[src/rtl/keccak_job_sequencer.sv]
// Round-robin sequencer for absorb-one-seed / squeeze-N-blocks jobs on the shared Keccak engine.
// Emits engine, input and output commands per job, then holds the engine until the last output word.
//
//   state   | meaning
//   IDLE    | waiting for a job; canReceive offered to the granted requester
//   CMD_K   | engine command pending
//   IN_BYTE | input command pending: send the domain-separation byte
//   IN_FWD  | input command pending: forward the seed, last enabled
//   CMD_OUT | output command pending
//   WAIT    | job running; ends on the last output word
module keccak_job_sequencer #(
  parameter int BlockCounterSize = 9,
  parameter int JOB_W            = BlockCounterSize + 13
) (
  input  logic                        clk,
  input  logic                        rst,
  input  logic [JOB_W-1:0]            req0_job,
  input  logic                        req0_isReady,
  output logic                        req0_canReceive,
  output logic                        req0_done,
  input  logic [JOB_W-1:0]            req1_job,
  input  logic                        req1_isReady,
  output logic                        req1_canReceive,
  output logic                        req1_done,
  output logic [BlockCounterSize+4:0] k__cmd,
  output logic                        k__cmd_isReady,
  input  logic                        k__cmd_canReceive,
  output logic [10:0]                 k_in__cmd,
  output logic                        k_in__cmd_isReady,
  input  logic                        k_in__cmd_canReceive,
  output logic [1:0]                  k_out__cmd,
  output logic                        k_out__cmd_isReady,
  input  logic                        k_out__cmd_canReceive,
  output logic [2:0]                  config_whichSampling,
  input  logic                        h__in_isLast_out
);

  localparam int NbLsb     = 8;
  localparam int SampleBit = BlockCounterSize + 8;
  localparam int Is128Bit  = BlockCounterSize + 9;
  localparam int WsLsb     = BlockCounterSize + 10;

  typedef enum logic [2:0] {IDLE, CMD_K, IN_BYTE, IN_FWD, CMD_OUT, WAIT} state_t;

  state_t                 state;
  logic                   owner;
  logic                   last_grant;
  logic [7:0]             job_domain;
  logic                   job_sample;

  logic                   any_ready;
  logic                   grant_sel;
  logic [JOB_W-1:0]       grant_job;
  logic                   accept;
  logic                   grant_zero;

  always_comb begin
    any_ready  = req0_isReady | req1_isReady;
    grant_sel  = (req0_isReady & req1_isReady) ? ~last_grant : req1_isReady;
    grant_job  = grant_sel ? req1_job : req0_job;
    accept     = (state == IDLE) & any_ready;
    grant_zero = (grant_job[NbLsb +: BlockCounterSize] == '0);
  end

  // Accepts are held off while reset is asserted so a pending requester never sees canReceive.
  assign req0_canReceive = rst & accept & ~grant_sel;
  assign req1_canReceive = rst & accept & grant_sel;

  always_ff @(posedge clk or negedge rst) begin
    if (!rst) begin
      state                <= IDLE;
      owner                <= 1'b0;
      last_grant           <= 1'b1;
      job_domain           <= '0;
      job_sample           <= 1'b0;
      req0_done            <= 1'b0;
      req1_done            <= 1'b0;
      k__cmd               <= '0;
      k__cmd_isReady       <= 1'b0;
      k_in__cmd            <= '0;
      k_in__cmd_isReady    <= 1'b0;
      k_out__cmd           <= '0;
      k_out__cmd_isReady   <= 1'b0;
      config_whichSampling <= '0;
    end else begin
      req0_done <= 1'b0;
      req1_done <= 1'b0;
      case (state)
        IDLE: begin
          if (accept) begin
            owner                <= grant_sel;
            last_grant           <= grant_sel;
            job_domain           <= grant_job[7:0];
            job_sample           <= grant_job[SampleBit];
            config_whichSampling <= grant_job[WsLsb +: 3];
            if (grant_zero) begin
              req0_done <= ~grant_sel;
              req1_done <= grant_sel;
            end else begin
              state          <= CMD_K;
              k__cmd_isReady <= 1'b1;
              k__cmd         <= {grant_job[Is128Bit], 3'b000,
                                 grant_job[NbLsb +: BlockCounterSize], 1'b1};
            end
          end
        end
        CMD_K: begin
          if (k__cmd_canReceive) begin
            k__cmd_isReady    <= 1'b0;
            k__cmd            <= '0;
            k_in__cmd_isReady <= 1'b1;
            k_in__cmd         <= {job_domain, 1'b1, 2'b00};
            state             <= IN_BYTE;
          end
        end
        IN_BYTE: begin
          if (k_in__cmd_canReceive) begin
            k_in__cmd <= {8'h00, 1'b0, 2'b10};
            state     <= IN_FWD;
          end
        end
        IN_FWD: begin
          if (k_in__cmd_canReceive) begin
            k_in__cmd_isReady  <= 1'b0;
            k_in__cmd          <= '0;
            k_out__cmd_isReady <= 1'b1;
            k_out__cmd         <= {1'b0, job_sample};
            state              <= CMD_OUT;
          end
        end
        CMD_OUT: begin
          if (k_out__cmd_canReceive) begin
            k_out__cmd_isReady <= 1'b0;
            k_out__cmd         <= '0;
            state              <= WAIT;
          end
        end
        WAIT: begin
          if (h__in_isLast_out) begin
            req0_done <= ~owner;
            req1_done <= owner;
            state     <= IDLE;
          end
        end
        default: state <= IDLE;
      endcase
    end
  end

endmodule

[config.mk]
export PLATFORM = sky130hd
export DESIGN_NAME = keccak_job_sequencer
export DESIGN_NICKNAME = d
export VERILOG_FILES = /design/src/rtl/keccak_job_sequencer.sv
export SDC_FILE = /design/constraint.sdc
export NUM_CORES = 1
export LEC_CHECK = 0
export CAP_MARGIN = 20
export CORE_MARGIN = 5
export CORE_UTILIZATION = 35
export CTS_CLUSTER_SIZE = 24
export DETAILED_ROUTE_END_ITERATION = 8
export PLACE_DENSITY = 0.67
export SYNTH_ARGS = -nofsm -noshare
export SYNTH_HDL_FRONTEND = slang
export SYNTH_SLANG_ARGS = --single-unit
[constraint.sdc]
create_clock -name clk -period 3.7 [get_ports clk]
set_input_delay 1.11 -clock clk [delete_from_list [all_inputs] [get_ports clk]]
set_output_delay 1.11 -clock clk [all_outputs]
set_load 0.02 [all_outputs]
Yosys cells after proc, flatten, opt, wreduce, memory -nomap -nowiden
Index checks and enable logic that the tools add are counted.

storage, ports and cells
  register bits = 49
  latch bits = 0
  RAM bits = 0
  memory bits (read-only) = 0
  input port bits = 52
  memories kept = 0

operators by class
  $add $sub $neg = 0
  multipliers = 0
  divide/modulo/power cells = 0
  magnitude comparators = 0
  equal/unequal tests = 12
  shifts and indexed selects = 0
  multiplexer cells = 39
  bitwise gates (word level) = 9
  reductions and logical operators = 12

operators with widths
  operator                                                               number
  14-bit two-way mux                                                     3
  11-bit two-way mux                                                     3
  11-bit case mux with 3 select lines                                    1
  14-bit case mux with 2 select lines                                    1
  22-bit two-way mux                                                     1
  3-bit two-way mux                                                      7
  3-bit case mux with 6 select lines                                     1
  1-bit two-way mux                                                      14
  2-bit != test, second input constant                                   7
  1-bit case mux with 2 select lines                                     5
  9-bit logical NOT                                                      1
  4-bit AND reduction                                                    2
  7-bit AND reduction                                                    1
  3-bit by 2-bit equality test with 1-bit output, second input constant  2
  3-bit equality test, second input constant                             2
  3-bit AND reduction                                                    2
  2-bit nonzero test                                                     3
  1-bit bitwise AND                                                      5
  2-bit two-way mux                                                      2
  2-bit case mux with 2 select lines                                     1
  3-bit by 1-bit equality test with 1-bit output, second input constant  1
  3-bit logical NOT                                                      1
  1-bit inverter                                                         3
  3-bit nonzero test                                                     1
  2 further kinds                                                        2

Longest topological paths before layout
Gate-level depths: netlist of run 1.

  depth in word-level cells = 7
  mapped depth = 6
  gate-level depth less buffers = 4

Worst setup path before layout of run 1
OpenSTA, ideal clock, no wires.

  path type = input port to output port
  start point = input port req1_isReady
  end point = output port req0_canReceive
  arrival time = 2.099 ns
  data required time = 2.590 ns
  setup slack = 0.491 ns
  stages on the path = 4
  buffers on the path = 2
  path through = o21ai_1 -> buf_2 -> buf_2 -> nor3b_1

between the ends
  cells in the longest elaborated chain, start to end = 4

RTL lines
  element                                                        line    RTL
  start: declaration                                             22      input logic req1_isReady,
  1-bit OR / 1-bit bitwise AND (equally long branches)           58, 59
  1-bit bitwise AND / 1-bit two-way mux (equally long branches)  61, 59
  1-bit bitwise AND / 1-bit inverter (equally long branches)     66      assign req0_canReceive = rst & accept & ~grant_sel;
  1-bit bitwise AND *                                            66
  end: declaration                                               19      output logic req0_canReceive,

Mark *: on every way between the ends. The rest lies on a longest branch, timed or not.

Worst setup path after layout of run 1
  start point = input port req1_isReady
  end point = output port req1_canReceive

between the ends
  cells in the longest elaborated chain, start to end = 4

RTL lines
  element              line  RTL
  1-bit OR             58    any_ready = req0_isReady | req1_isReady;
  1-bit bitwise AND    61    accept = (state == IDLE) & any_ready;
  1-bit bitwise AND    67    assign req1_canReceive = rst & accept & grant_sel;
  1-bit bitwise AND *  67
  end: declaration     23    output logic req1_canReceive,

Marked as above.

==> results of run 1 <==
[final cells by class]
type,instances,area (um^2)
Clock buffer,5,68.82
Clock inverter,3,43.79
Fill cell,592,2793
Inverter,14,52.55
Multi-Input combinational cell,131,935.9
Sequential cell,43,1077
Tap cell,75,93.84
Timing Repair Buffer,92,890.9
[worst max-delay path, cell delays in order]
cell and delay [ns]:
clkdlybuf4s50_1 0.48, a21boi_2 0.20, and2_1 0.16, o211a_1 0.16, dlygate4sd2_1 0.34
[logic make-up after synthesis]
group | after synthesis | synth area share [%]
AO/OA/AOI/OAI | 65 | 23.72
multiplexers | 10 | 4.616
XOR/XNOR | 1 | 0.4040
AND/OR/NAND/NOR | 50 | 13.04
flip-flops | 43 | 49.68
other | 1 | 0.1729
buffers and inverters | 34 | 8.367
[through the flow]
step           std cells  worst slack, ns  cell area, um^2  setup TNS [ns]
2_1_floorplan        208           0.4906             2183               0
6_report             363           0.1400             3163               0
3_5_place_dp         355          -0.1361             3053         -0.2537
5_1_grt              363          0.01588             3163               0
4_1_cts              363           0.1294             3163               0
3_3_place_gp         355          -0.1201             3053         -0.2201
[state kept, by name, summed over array words and instances (netlist names), 3 cells and up]
name and flops:
k__cmd 11, config_whichSampling 3, k_in__cmd 10, job_domain 8, state 3
[routing by layer]
layer | up-vias | wire length [um] | track usage (%) | share of wire, %
met2 | 64 | 2620 | 23.35 | 46
met5 | - | 0 | 0 | 0
met3 | 5 | 463 | 4.376 | 8.1
met1 | 897 | 2579 | 19.88 | 45
li1 | 890 | - | - | -
met4 | 0 | 52 | 3.846 | 0.91
[power breakdown]
part           leakage [nW]  total, mW  switching [mW]  internal (mW)
logic                 0.789       1.20           0.625          0.574
clock network        0.0581      0.369           0.168          0.201
registers             0.535      0.844           0.165          0.678
total                  1.38       2.41           0.958           1.45
[final timing paths]
kind	start	end	slack, ns	depth (start not counted)
max in group asynchronous	rst	k__cmd[4]	2.59	2
min	job_domain[1]	k_in__cmd[4]	0.50	1
min reg2reg	job_domain[1]	k_in__cmd[4]	0.50	1
max reg2reg	state[0]	k__cmd[13]	1.77	4
max	req1_isReady	req1_canReceive	0.14	5
min in group asynchronous	rst	k_in__cmd[5]	0.80	2
[cells in the mapped netlist, types with 3 or more instances]
| cell | n | share of area, % |
|---|---|---|
| nor3_1 | 5 | 1.2 |
| buf_4 | 8 | 2.8 |
| a21o_1 | 4 | 1.4 |
| mux2i_1 | 10 | 4.6 |
| clkbuf_1 | 3 | 0.52 |
| buf_2 | 7 | 1.6 |
| nand2_1 | 24 | 4.2 |
| o21ai_0 | 4 | 0.92 |
| a22oi_1 | 12 | 4.2 |
| o22ai_2 | 9 | 5.2 |
| o21ai_1 | 14 | 3.2 |
| dfrtp_1 | 42 | 48 |
| a22o_1 | 8 | 3.2 |
| inv_1 | 12 | 2.1 |
| nor2_1 | 6 | 1.0 |
[cell usage in the layout (no fill, tap or decap), types with 4 or more instances in the layout]
cell type and n:
o22ai_2 9, clkdlybuf4s50_1 80, a22o_1 8, o21ai_1 13, o21ai_0 4, clkbuf_8 5
nand2_1 24, a21o_1 4, buf_4 9, nor2_1 6, conb_1 5, inv_1 12
nor3_1 5, a22oi_1 12, mux2i_1 10, dfrtp_1 42
==> impl_metrics.tcl, run 1 <==
set metrics [dict create \
    status "completed" \
    start_util_pct 36.41 \
    crit_arrival_ns 2.45 \
    ir_worst_vdd_mv 0.3506 \
    whs_ns 0.4958 \
    drcViolationCount 0 \
    utilization_pct 53.11 \
    syn2layout_area_growth_pct 45.87 \
    wl_per_cell_um 15.75 \
    die_h_um 88.71 \
    min_period_ns 3.560 \
    vias_per_cell 5.113 \
    finClkSkew_ns 0.008117 \
    worstPathMaxFanout 3 \
    routabilityCongestion 0.8073 \
    worst_slew_pin_slew_ns 0.6281 \
    critPathKind "primary input to primary output" \
    pin_count 89 \
    io_buffers 83 \
    hold_viol 0 \
    antenna_cells 0 \
    start_kind "primary input" \
    grt_max_degree 39 \
    netlist_instances 204 \
    tritoncts "yes" \
    power_density_nw_per_um2 762.5 \
    cts_max_level 2 \
    ys_seq_area_share_pct 49.68 \
    slew_headroom_pct 57.81 \
    cts_buffer_depth 2 \
    syn_area_per_cell_um2 10.63 \
    wirelength_mm 5.716 \
    cts-resized-gates 2 \
    root_buffer "clkbuf_8" \
    power_mw 2.412 \
    synth_area_um2 2168 \
    clk_pin_slew_ns 0.09 \
    ys.flop_type "dfrtp_1" \
    setup_viol 0 \
    synth_cell_types 43 \
    synth-seq-cells 43 \
    nets 339 \
    grt_pass1_wl_mm 8.928 \
    cts_setup_buffers 0 \
    vias 1856 \
    ant_nets 0 \
    rsz0062_at_grt "false" \
    grt_use_total_pct 14.79 \
    cts_buffers 5 \
    clkSinkCount 43 \
    slew_violations 0 \
    synth_edf_count 0 \
    min_path_type "register to register" \
    max_freq_mhz 280.9 \
    grt_pass1_vias 1837 \
    synth-warning-count 0 \
    endpoint_kind "primary output" \
    coreArea_um2 5956 \
    crit_required_ns 2.59 \
    postCtsHoldBufs 0 \
    die_area_um2 7869 \
    drive_gt1_share_pct 12.85 \
    period_share_pct 96.22 \
    die_w_um 88.71 \
    drt_pass1_iterations 4 \
    cap_viol_max_count 0 \
    p_leak_nw 1.382 \
    async_reset_ff_share_pct 100.0 \
    grt_overflow_total 0 \
    antenna_found_initial 0 \
    place_hpwl_mm 4.216 \
    drt_iter0_drc 63 \
    rows 28 \
    clk_latency_ns 0.30 \
]
(Power assumes the default switching activity.)
==> run 2, diff against run 1 <==
--- a/config.mk
+++ b/config.mk
@@ -7,10 +7,10 @@
 export LEC_CHECK = 0
 export CAP_MARGIN = 20
 export CORE_MARGIN = 5
-export CORE_UTILIZATION = 35
+export CORE_UTILIZATION = 45
 export CTS_CLUSTER_SIZE = 24
 export DETAILED_ROUTE_END_ITERATION = 8
-export PLACE_DENSITY = 0.67
+export PLACE_DENSITY = 0.83
 export SYNTH_ARGS = -nofsm -noshare
 export SYNTH_HDL_FRONTEND = slang
 export SYNTH_SLANG_ARGS = --single-unit
==> run 2 against run 1 <==
Wire length is 2.7% lower. Worst hold slack worse by 0.00095 ns. Clock power is 21% lower. Via count is 1.0% lower. Global-route usage is 3.6 points higher. Design area is 1.9% lower. Critical endpoint unchanged. Highest routed layer unchanged.
==> impl_metrics.tcl, run 2 (synthesis results as in run 1) <==
set metrics [dict create \
    status "completed" \
    syn2layout_area_growth_pct 43.10 \
    vias_per_cell 5.387 \
    grt_use_total_pct 18.38 \
    slew_violations 0 \
    nets 338 \
    crit_required_ns 2.59 \
    final_common_cell "clkdlybuf4s50_1" \
    io_buffers 83 \
    finClkSkew_ns 0.005252 \
    vias 1837 \
    wl_per_cell_um 16.32 \
    dp_slack_ns -0.1735 \
    fillers 371 \
    crit_path_max_incr_delay_ns 0.51 \
    worst_slew_pin_slew_ns 0.5775 \
    rsz0062_at_grt "false" \
    timing.rr.end "k__cmd[13]" \
    drt_pass1_iterations 5 \
    clk_latency_ns 0.30 \
    setup_tns_ns 0 \
    routabilityCongestion 0.7946 \
    postCtsHoldBufs 0 \
    final_cell_mix "clkdlybuf4s50_1 (80), dfrtp_1 (42), nand2_1 (24)" \
    cts_buffer_depth 2 \
    layout_setup_ws_ns 0.1033 \
    reg_top3 "k__cmd (11), k_in__cmd (10), job_domain (8)" \
    regArea_um2 1077 \
    ant_nets 0 \
    final_cells 341 \
    die_area_um2 6307 \
    r2r_start "state[0]" \
    rr_worst_depth 4 \
    hold_viol 0 \
    clk_pin_slew_ns 0.08 \
    hold-path-endpoint "req0_done" \
    ir_worst_vdd_mv 0.3295 \
    worstPathCellList "clkdlybuf4s50_1 > a21boi_2 > and2_1 > o211a_1 > clkdlybuf4s15_1" \
    worst_path_max_delay_cell "clkdlybuf4s50_1" \
    coreArea_um2 4692 \
    max_freq_mhz 278.0 \
    utilization_pct 66.13 \
    antenna_found_initial 0 \
    hold_path_depth 1 \
    rows 25 \
    regMostFlops "k__cmd" \
    crit_arrival_ns 2.49 \
    root_buffer "clkbuf_8" \
    min_path_type "register to register" \
    antenna_cells 0 \
    slew_headroom_pct 61.21 \
    largest_reg_flops 11 \
    drive_gt1_share_pct 12.20 \
    p_leak_nw 1.357 \
    die_h_um 79.42 \
    grt_overflow_total 0 \
    grt_pass1_wl_mm 8.866 \
    placedCellCount 333 \
    grt_max_degree 39 \
    cap_viol_max_count 0 \
    clkSinkCount 43 \
    multi_input_area_um2 935.9 \
    power_density_nw_per_um2 751.6 \
    place_hpwl_mm 4.162 \
    r2r_slack_ns 1.79 \
    endpoint_kind "primary output" \
    cts_setup_buffers 0 \
    cts_max_level 2 \
    die_w_um 79.42 \
    start_kind "primary input" \
    period_share_pct 97.21 \
    hold_start "owner" \
    worstPathMaxFanout 3 \
    power_mw 2.332 \
    grt_pass1_vias 1741 \
    wirelength_mm 5.564 \
    tritoncts "yes" \
    drt_iter0_drc 151 \
    drcViolationCount 0 \
    setup_viol 0 \
    cts_buffers 5 \
    pin_count 89 \
    min_period_ns 3.597 \
    start_util_pct 46.21 \
    critPathKind "primary input to primary output" \
]
run 2: final cells by class:
type	count	share of cell area, %
Sequential cell	43	34.72
Multi-Input combinational cell	131	30.16
Timing Repair Buffer	91	28.51
Clock buffer	6	2.339
Tap cell	54	2.177
Inverter	14	1.694
Clock inverter	2	0.4032
run 2: how the worst max path moves through the flow:
stage / startpoint / end / slack, ns / cells after the start
2_1_floorplan: req1_isReady / req0_canReceive / 0.49 / 4
3_3_place_gp: req0_isReady / req1_canReceive / -0.14 / 5
3_5_place_dp: req0_isReady / req1_canReceive / -0.17 / 5
4_1_cts: req0_isReady / req1_canReceive / 0.08 / 5
5_1_grt: req0_isReady / req1_canReceive / 0.01 / 5
6_report: req0_isReady / req1_canReceive / 0.10 / 5
run 2: power by group:
part	switching [mW]	internal (mW)	leakage [nW]
sequential	0.167	0.678	0.535
combinational	0.620	0.574	0.781
clock	0.161	0.132	0.0412
run 2: repair_timing:
action                                  CTS  global route
hold endpoints to repair                  0             0
gates cloned                              0             0
gates resized for setup                   2             1
endpoints found under the setup margin    2             1
run 2: critical path: cells and delay by family:
kind,cells,cell delay [ns]
simple gates,1,0.16
buf+inv,2,0.82
compound gates,2,0.39
run 2: routing by layer:
metal  GRT usage (%)  share of wire [%]
met5               0                  0
met4           5.670                1.0
met3           5.305                7.5
met2           27.61                 45
met1           25.71                 46
run 2: through the flow:
stage          instance area [um^2]  hold WS [ns]
2_1_floorplan                  2183        0.4528
3_3_place_gp                   3019        0.4593
3_5_place_dp                   3019        0.4685
4_1_cts                        3102        0.4944
5_1_grt                        3103        0.5067
6_report                       3103        0.4948
==> run 3, diff against run 2 <==
--- a/config.mk
+++ b/config.mk
@@ -5,7 +5,7 @@
 export SDC_FILE = /design/constraint.sdc
 export NUM_CORES = 1
 export LEC_CHECK = 0
-export CAP_MARGIN = 20
+export CAP_MARGIN = 10
 export CORE_MARGIN = 5
 export CORE_UTILIZATION = 45
 export CTS_CLUSTER_SIZE = 24
==> results of run 3 <==
Same layout as run 2: the final DEF is identical, and so are final timing and power.
